<file path="src/rtl/gshare_pc_ctrl_pkg.sv">
// Shared constants, BTB entry layout and counter helper for the gshare next-PC controller.
package gshare_pc_ctrl_pkg;

  localparam int XLEN_DEF         = 32;
  localparam int GHR_BITS_DEF     = 5;
  localparam int BTB_IDX_BITS_DEF = 5;
  localparam int BTB_TAG_W        = XLEN_DEF - BTB_IDX_BITS_DEF - 2;

  localparam logic [1:0] PC_SEL_SEQ    = 2'b00;
  localparam logic [1:0] PC_SEL_PRED   = 2'b01;
  localparam logic [1:0] PC_SEL_EX_TGT = 2'b10;
  localparam logic [1:0] PC_SEL_EX_SEQ = 2'b11;

  localparam logic [1:0] CTR_RESET = 2'b01;

  typedef struct packed {
    logic                  valid;
    logic                  is_jump;
    logic [BTB_TAG_W-1:0]  tag;
    logic [XLEN_DEF-1:0]   target;
  } btb_entry_t;

  function automatic logic [1:0] sat_step(input logic [1:0] ctr, input logic inc);
    if (inc) return (ctr == 2'b11) ? ctr : ctr + 2'd1;
    else     return (ctr == 2'b00) ? ctr : ctr - 2'd1;
  endfunction

endpackage

</file>
<file path="src/rtl/gshare_pc_ctrl_pht.sv">
// Pattern history table: 2-bit saturating counters, async read, sync inc/dec write.
module pht_2bit
  import gshare_pc_ctrl_pkg::*;
#(
  parameter int IDX_BITS = 5
) (
  input  logic                clk,
  input  logic                reset,
  input  logic [IDX_BITS-1:0] i_rd_idx,
  output logic [1:0]          o_rd_ctr,
  input  logic                i_wr_en,
  input  logic [IDX_BITS-1:0] i_wr_idx,
  input  logic                i_wr_inc
);

  localparam int ENTRIES = 1 << IDX_BITS;

  logic [1:0] r_ctr [ENTRIES];

  // NOTE: this table is built from flops, not RAM, because every counter must
  // come out of reset weakly not-taken; a RAM macro could not be cleared in one cycle.
  always_ff @(posedge clk) begin
    if (!reset) begin
      for (int i = 0; i < ENTRIES; i++) r_ctr[i] <= CTR_RESET;
    end else if (i_wr_en) begin
      r_ctr[i_wr_idx] <= sat_step(r_ctr[i_wr_idx], i_wr_inc);
    end
  end

  assign o_rd_ctr = r_ctr[i_rd_idx];

endmodule

</file>
<file path="src/rtl/gshare_pc_ctrl.sv">
// Fetch next-PC controller: gshare direction predictor + BTB, trained and corrected from EX.
module gshare_pc_ctrl
  import gshare_pc_ctrl_pkg::*;
#(
  parameter int XLEN         = XLEN_DEF,
  parameter int GHR_BITS     = GHR_BITS_DEF,
  parameter int BTB_IDX_BITS = BTB_IDX_BITS_DEF
) (
  input  logic                clk,
  input  logic                reset,
  input  logic                if_stall,
  input  logic [XLEN-1:0]     if_pc,
  output logic [1:0]          pc_sel,
  output logic [XLEN-1:0]     pred_target,
  output logic                if_pred_taken,
  output logic [GHR_BITS-1:0] if_ghr,
  input  logic                ex_valid,
  input  logic                ex_is_branch,
  input  logic                ex_is_jump,
  input  logic [XLEN-1:0]     ex_pc,
  input  logic                ex_taken,
  input  logic [XLEN-1:0]     ex_target,
  input  logic                ex_pred_taken,
  input  logic [XLEN-1:0]     ex_pred_target,
  input  logic [GHR_BITS-1:0] ex_ghr,
  output logic                flush
);

  localparam int BTB_ENTRIES = 1 << BTB_IDX_BITS;
  localparam int TAG_W       = XLEN - BTB_IDX_BITS - 2;

  btb_entry_t          r_btb [BTB_ENTRIES];
  logic [GHR_BITS-1:0] r_ghr;

  logic [BTB_IDX_BITS-1:0] w_if_idx, w_ex_idx;
  logic [TAG_W-1:0]        w_if_tag, w_ex_tag;
  btb_entry_t              w_if_entry;
  logic                    w_hit, w_pred_taken, w_is_ctrl, w_mispred;
  logic                    w_btb_alloc, w_btb_kill, w_pht_wr_en;
  logic [GHR_BITS-1:0]     w_pht_rd_idx, w_pht_wr_idx, w_ghr_next;
  logic [1:0]              w_pht_rd_ctr;
  logic                    w_unused_bits;

  // Fetch-side lookup
  assign w_if_idx     = if_pc[BTB_IDX_BITS+1:2];
  assign w_if_tag     = if_pc[XLEN-1:BTB_IDX_BITS+2];
  assign w_if_entry   = r_btb[w_if_idx];
  assign w_hit        = w_if_entry.valid && (w_if_entry.tag == w_if_tag);
  assign w_pht_rd_idx = r_ghr ^ if_pc[GHR_BITS+1:2];
  assign w_pred_taken = w_hit && (w_if_entry.is_jump || w_pht_rd_ctr[1]);

  pht_2bit #(.IDX_BITS(GHR_BITS)) u_pht (
    .clk      (clk),
    .reset    (reset),
    .i_rd_idx (w_pht_rd_idx),
    .o_rd_ctr (w_pht_rd_ctr),
    .i_wr_en  (w_pht_wr_en),
    .i_wr_idx (w_pht_wr_idx),
    .i_wr_inc (ex_taken)
  );

  // EX-side resolution; a non-control instruction predicted taken is a BTB alias
  assign w_ex_idx    = ex_pc[BTB_IDX_BITS+1:2];
  assign w_ex_tag    = ex_pc[XLEN-1:BTB_IDX_BITS+2];
  assign w_is_ctrl   = ex_is_branch || ex_is_jump;
  assign w_mispred   = ex_valid && (w_is_ctrl
                         ? ((ex_taken != ex_pred_taken) ||
                            (ex_taken && ex_pred_taken && (ex_target != ex_pred_target)))
                         : ex_pred_taken);
  assign w_btb_alloc = ex_valid && w_is_ctrl && ex_taken;
  assign w_btb_kill  = ex_valid && !w_is_ctrl && ex_pred_taken;
  assign w_pht_wr_en = ex_valid && ex_is_branch;
  assign w_pht_wr_idx = ex_ghr ^ ex_pc[GHR_BITS+1:2];

  // NOTE: every combinational output gets a default first so no path leaves it
  // unassigned and infers a latch.
  always_comb begin
    pc_sel = PC_SEL_SEQ;
    if (reset) begin
      if (w_mispred)         pc_sel = ex_taken ? PC_SEL_EX_TGT : PC_SEL_EX_SEQ;
      else if (w_pred_taken) pc_sel = PC_SEL_PRED;
    end
  end

  assign flush         = reset && w_mispred;
  assign if_pred_taken = reset && w_pred_taken;
  assign pred_target   = w_if_entry.target;
  assign if_ghr        = r_ghr;

  // Repair from EX wins over speculative fetch shift; jumps never shift history
  always_comb begin
    w_ghr_next = r_ghr;
    if (w_mispred && ex_is_branch)                    w_ghr_next = {ex_ghr[GHR_BITS-2:0], ex_taken};
    else if (w_mispred)                               w_ghr_next = ex_ghr;
    else if (!if_stall && w_hit && !w_if_entry.is_jump) w_ghr_next = {r_ghr[GHR_BITS-2:0], w_pred_taken};
  end

  // NOTE: state registers use non-blocking assignment so all flops see
  // pre-edge values regardless of block evaluation order.
  always_ff @(posedge clk) begin
    if (!reset) r_ghr <= '0;
    else        r_ghr <= w_ghr_next;
  end

  // Only valid bits are cleared; tag/target/is_jump are meaningless until valid is set.
  always_ff @(posedge clk) begin
    if (!reset) begin
      for (int i = 0; i < BTB_ENTRIES; i++) r_btb[i].valid <= 1'b0;
    end else if (w_btb_alloc) begin
      r_btb[w_ex_idx] <= '{valid: 1'b1, is_jump: ex_is_jump, tag: w_ex_tag, target: ex_target};
    end else if (w_btb_kill) begin
      r_btb[w_ex_idx].valid <= 1'b0;
    end
  end

  assign w_unused_bits = &{1'b0, if_pc[1:0], ex_pc[1:0]};

endmodule
</file>
<file path="config.mk">
export PLATFORM = sky130hd
export DESIGN_NAME = gshare_pc_ctrl
export DESIGN_NICKNAME = d
export VERILOG_FILES = /design/src/rtl/gshare_pc_ctrl_pkg.sv /design/src/rtl/gshare_pc_ctrl_pht.sv /design/src/rtl/gshare_pc_ctrl.sv
export SDC_FILE = /design/constraint.sdc
export NUM_CORES = 2
export LEC_CHECK = 0
export CAP_MARGIN = 15
export CORE_MARGIN = 1.5
export CORE_UTILIZATION = 55
export DETAILED_ROUTE_END_ITERATION = 7
export PLACE_DENSITY = 0.75
export SLEW_MARGIN = 40
export SYNTH_ARGS = -nofsm -noshare
export SYNTH_HDL_FRONTEND = slang
export SYNTH_SLANG_ARGS = --single-unit
</file>
<file path="constraint.sdc">
create_clock -name clk -period 4.5 [get_ports clk]
set_input_delay 0.9 -clock clk [delete_from_list [all_inputs] [get_ports clk]]
set_output_delay 0.9 -clock clk [all_outputs]
set_load 0.01 [all_outputs]
</file>
==> impl_metrics.tcl <==
set metrics [dict create \
    status "complete, but fails checks" \
    violations "setup timing" \
    htreeDepth 4 \
    maxSlewHeadroom 0.4316 \
    syn-num-nets 3786 \
    grt_pass1_wl_mm 302.0 \
    clk_latency_ns 0.82 \
    layout_setup_ws_ns -0.4480 \
    reg2reg_from "r_btb[19][32]" \
    whs_path_depth 2 \
    fin_crit_sh 1.100 \
    die_h_um 376.6 \
    stdcell_area_um2 91350 \
    numPortBuffers 177 \
    start_util 0.5564 \
    detail_route.vias_per_cell 6.656 \
    timing.setup.tns_ns -0.7858 \
    timing.rr.end "if_ghr[3]" \
    die_area_um2 141900 \
    globalplace.congestion 0.8456 \
    cts_buffer_depth 3 \
    report.final.slew_viol_count 0 \
    die_width_um 376.6 \
    totalWireLength_mm 214.3 \
    worst_pin_slew_ns 0.8526 \
    cts-root-buf "clkbuf_16" \
    pre_cts_ws_ns -1.149 \
    grt_max_degree 51 \
    rsz0062_at_grt "true" \
    max_freq_ghz 0.2021 \
    cp-start-kind "input pin" \
    fin_skew_ns 0.01921 \
    cp.arrival_ns 4.05 \
    grt_pass1_vias 41660 \
    maxCapViolCount 0 \
    cp_max_fo 14 \
    antenna_found_initial 9 \
    nFillCells 8414 \
    r2r_cells 14 \
    crit_type "input pin to output pin" \
    syn_area_um2 76780 \
    drcViolationCount 0 \
    r2r_slack_ns 1.35 \
    synth-async-reset-ratio 0 \
    vias 41710 \
    min_to "r_btb[13][58]" \
    clk_pin_slew_ns 0.06 \
    yosys_warnings 0 \
    hp-class "flop to flop" \
    drive_gt1_frac 0.2913 \
    power.density_nw_per_um2 416.6 \
    power_leakage_nw 30.12 \
    syn_to_final_growth_pct 18.98 \
    min_from "r_btb[13][58]" \
    core_area_um2 138000 \
    dpl_cell_area_um2 83990 \
    synthFlopType "edfxtp_1" \
    yosys.cell_types.count 59 \
    numCtsBuffers 186 \
    crit_required_ns 3.60 \
    endpoint_kind "output pin" \
    syn_inst 3644 \
    cts_num_sinks 1957 \
    finalSetupViolCount 2 \
    cts_tree "built" \
    avgRoutedWirePerCell_um 34.19 \
    nNetsFinal 4389 \
    min_period_ns 4.948 \
    grt.total_usage 0.3041 \
    synth_edf_count 1920 \
    row_count 136 \
    ir_drop_v 0.0003383 \
    yosysSeqAreaShare 0.7606 \
    hold_viol 0 \
    drtAntennaViolNets 0 \
    io_pins 182 \
    drtIter0Drc 5641 \
    syn_avg_cell_area_um2 21.07 \
    drtPass1Iterations 6 \
    ys_ff_latch 1957 \
    place_hpwl_mm 108.1 \
    gr-total-overflow 0 \
]
power by group:
group	leakage (nW)	internal, mW	switching [mW]
Sequential	17.5	20.1	0.0279
Clock	2.87	8.57	6.77
Combinational	9.71	1.22	1.40
placed cells by master, fill, tap and decap left out, types with 37 or more instances in the layout:
master	count
edfxtp_1	1920
mux4_2	432
buf_4	309
mux2i_1	276
clkbuf_16	187
a22oi_1	130
clkdlybuf4s50_1	124
nand2_1	99
a21oi_1	96
buf_12	76
nor2_1	61
nand3_1	60
mux2_2	45
clkinv_1	45
xor2_1	43
clkbuf_1	37
synthesized netlist by cell type (all sizes together), types with 3 or more instances:
library cell,instances,area [um2]
xor2,46,402.9
and4,4,35.03
mux4,432,9729
clkbuf,99,371.6
nor3,7,40.04
nor2b,13,81.33
and3,7,43.79
edfxtp,1920,57660
or2,5,31.28
mux2i,280,2803
nor4,19,118.9
a221oi,7,61.31
nor2,96,360.4
o21ai,4,20.01
nor3b,4,30.03
inv,5,18.77
nand3,60,300.3
nand3b,6,45.04
a21boi,9,67.56
o22ai,14,87.58
mux2,45,506.7
dfxtp,37,740.7
a22o,3,26.28
a221o,4,40.04
buf,99,601.8
nand4,16,100.1
nand2,99,371.6
o211ai,4,30.03
nand2b,7,43.79
and2,12,75.07
a21oi,96,480.5
a31oi,3,18.77
xnor2,19,173.9
a22oi,130,975.9
or3b,5,43.79
metrics by stage:
step / power, mW / util / std cells / hold WS [ns]
after global routing: 38.91 / 0.6619 / 6264 / 0.5339
after detailed placement: 22.87 / 0.6086 / 5867 / 0.4993
final: 38.06 / 0.6619 / 6267 / 0.5150
after floorplan: 21.69 / - / 3644 / 0.4787
after CTS: 38.07 / 0.6612 / 6252 / 0.5123
after global placement: 22.83 / 0.6087 / 5866 / 0.4894
worst max-delay path by stage:
stage / slack [ns] / to / depth (start not counted) / startpoint
4_1_cts: -0.30 / pc_sel[0] / 12 / r_btb[19][32]
3_3_place_gp: -1.17 / pc_sel[0] / 16 / if_pc[2]
3_5_place_dp: -1.15 / pc_sel[0] / 16 / if_pc[2]
5_1_grt: -0.51 / pc_sel[0] / 17 / if_pc[2]
2_1_floorplan: -0.20 / r_btb[21][0] / 5 / ex_is_branch
6_report: -0.45 / pc_sel[0] / 17 / if_pc[2]
timing repair:
item,4_1_cts,5_1_grt
pin swaps,5,6
hold buffers,0,0
gates resized for setup,98,21
setup endpoints to repair,36,12
buffers inserted,16,12
gates cloned,27,0
final cells by class:
class                      instances  area [um2]  area share
inverter                           6       23.77   0.0002602
clock buffer                     228        4865     0.05325
antenna                            3       7.507  0.00008218
sequential                      1957       58400      0.6393
multi-input combinational       1483       17840      0.1952
clock inverter                   114        1039     0.01137
tap                             1863        2331     0.02552
timing repair buffer             613        6852     0.07500
state kept, by name, indices dropped and copies added, names as in the netlist:
signal,flops
if_ghr,5
r_btb,1888
u_pht.r_ctr,64
critical path, stage by stage:
cell and delay, ns:
buf_16 0.16, buf_12 0.14, buf_12 0.13, buf_16 0.18
buf_16 0.16, mux2i_1 0.20, a22oi_1 0.15, nand3_1 0.12
nand4_1 0.17, xnor2_2 0.25, buf_4 0.17, o2111a_1 0.18
nand4_1 0.18, nor4_4 0.40, buf_4 0.20, a31o_1 0.18
buf_2 0.14
cells by family (layout without fill, tap and decap cells):
group | count (synthesis) | count (layout) | share of synthesized area
flops | 1957 | 1957 | 0.7606
mux | 757 | 757 | 0.1698
simple gates | 368 | 368 | 0.02329
compound gates | 290 | 290 | 0.02542
buf+inv | 204 | 961 | 0.01297
xor+xnor | 65 | 65 | 0.007513
fa+ha+maj | 3 | 3 | 0.0004237
other cells | 0 | 3 | 0
layer usage:
metal	track usage	vias to the layer above	wire length, um
li1	-	16490	-
met1	0.3987	21630	76350
met2	0.4988	3076	105800
met3	0.07052	511	23720
met4	0.1159	4	8410
met5	0	-	25
Power figures use the tool's default switching activity.
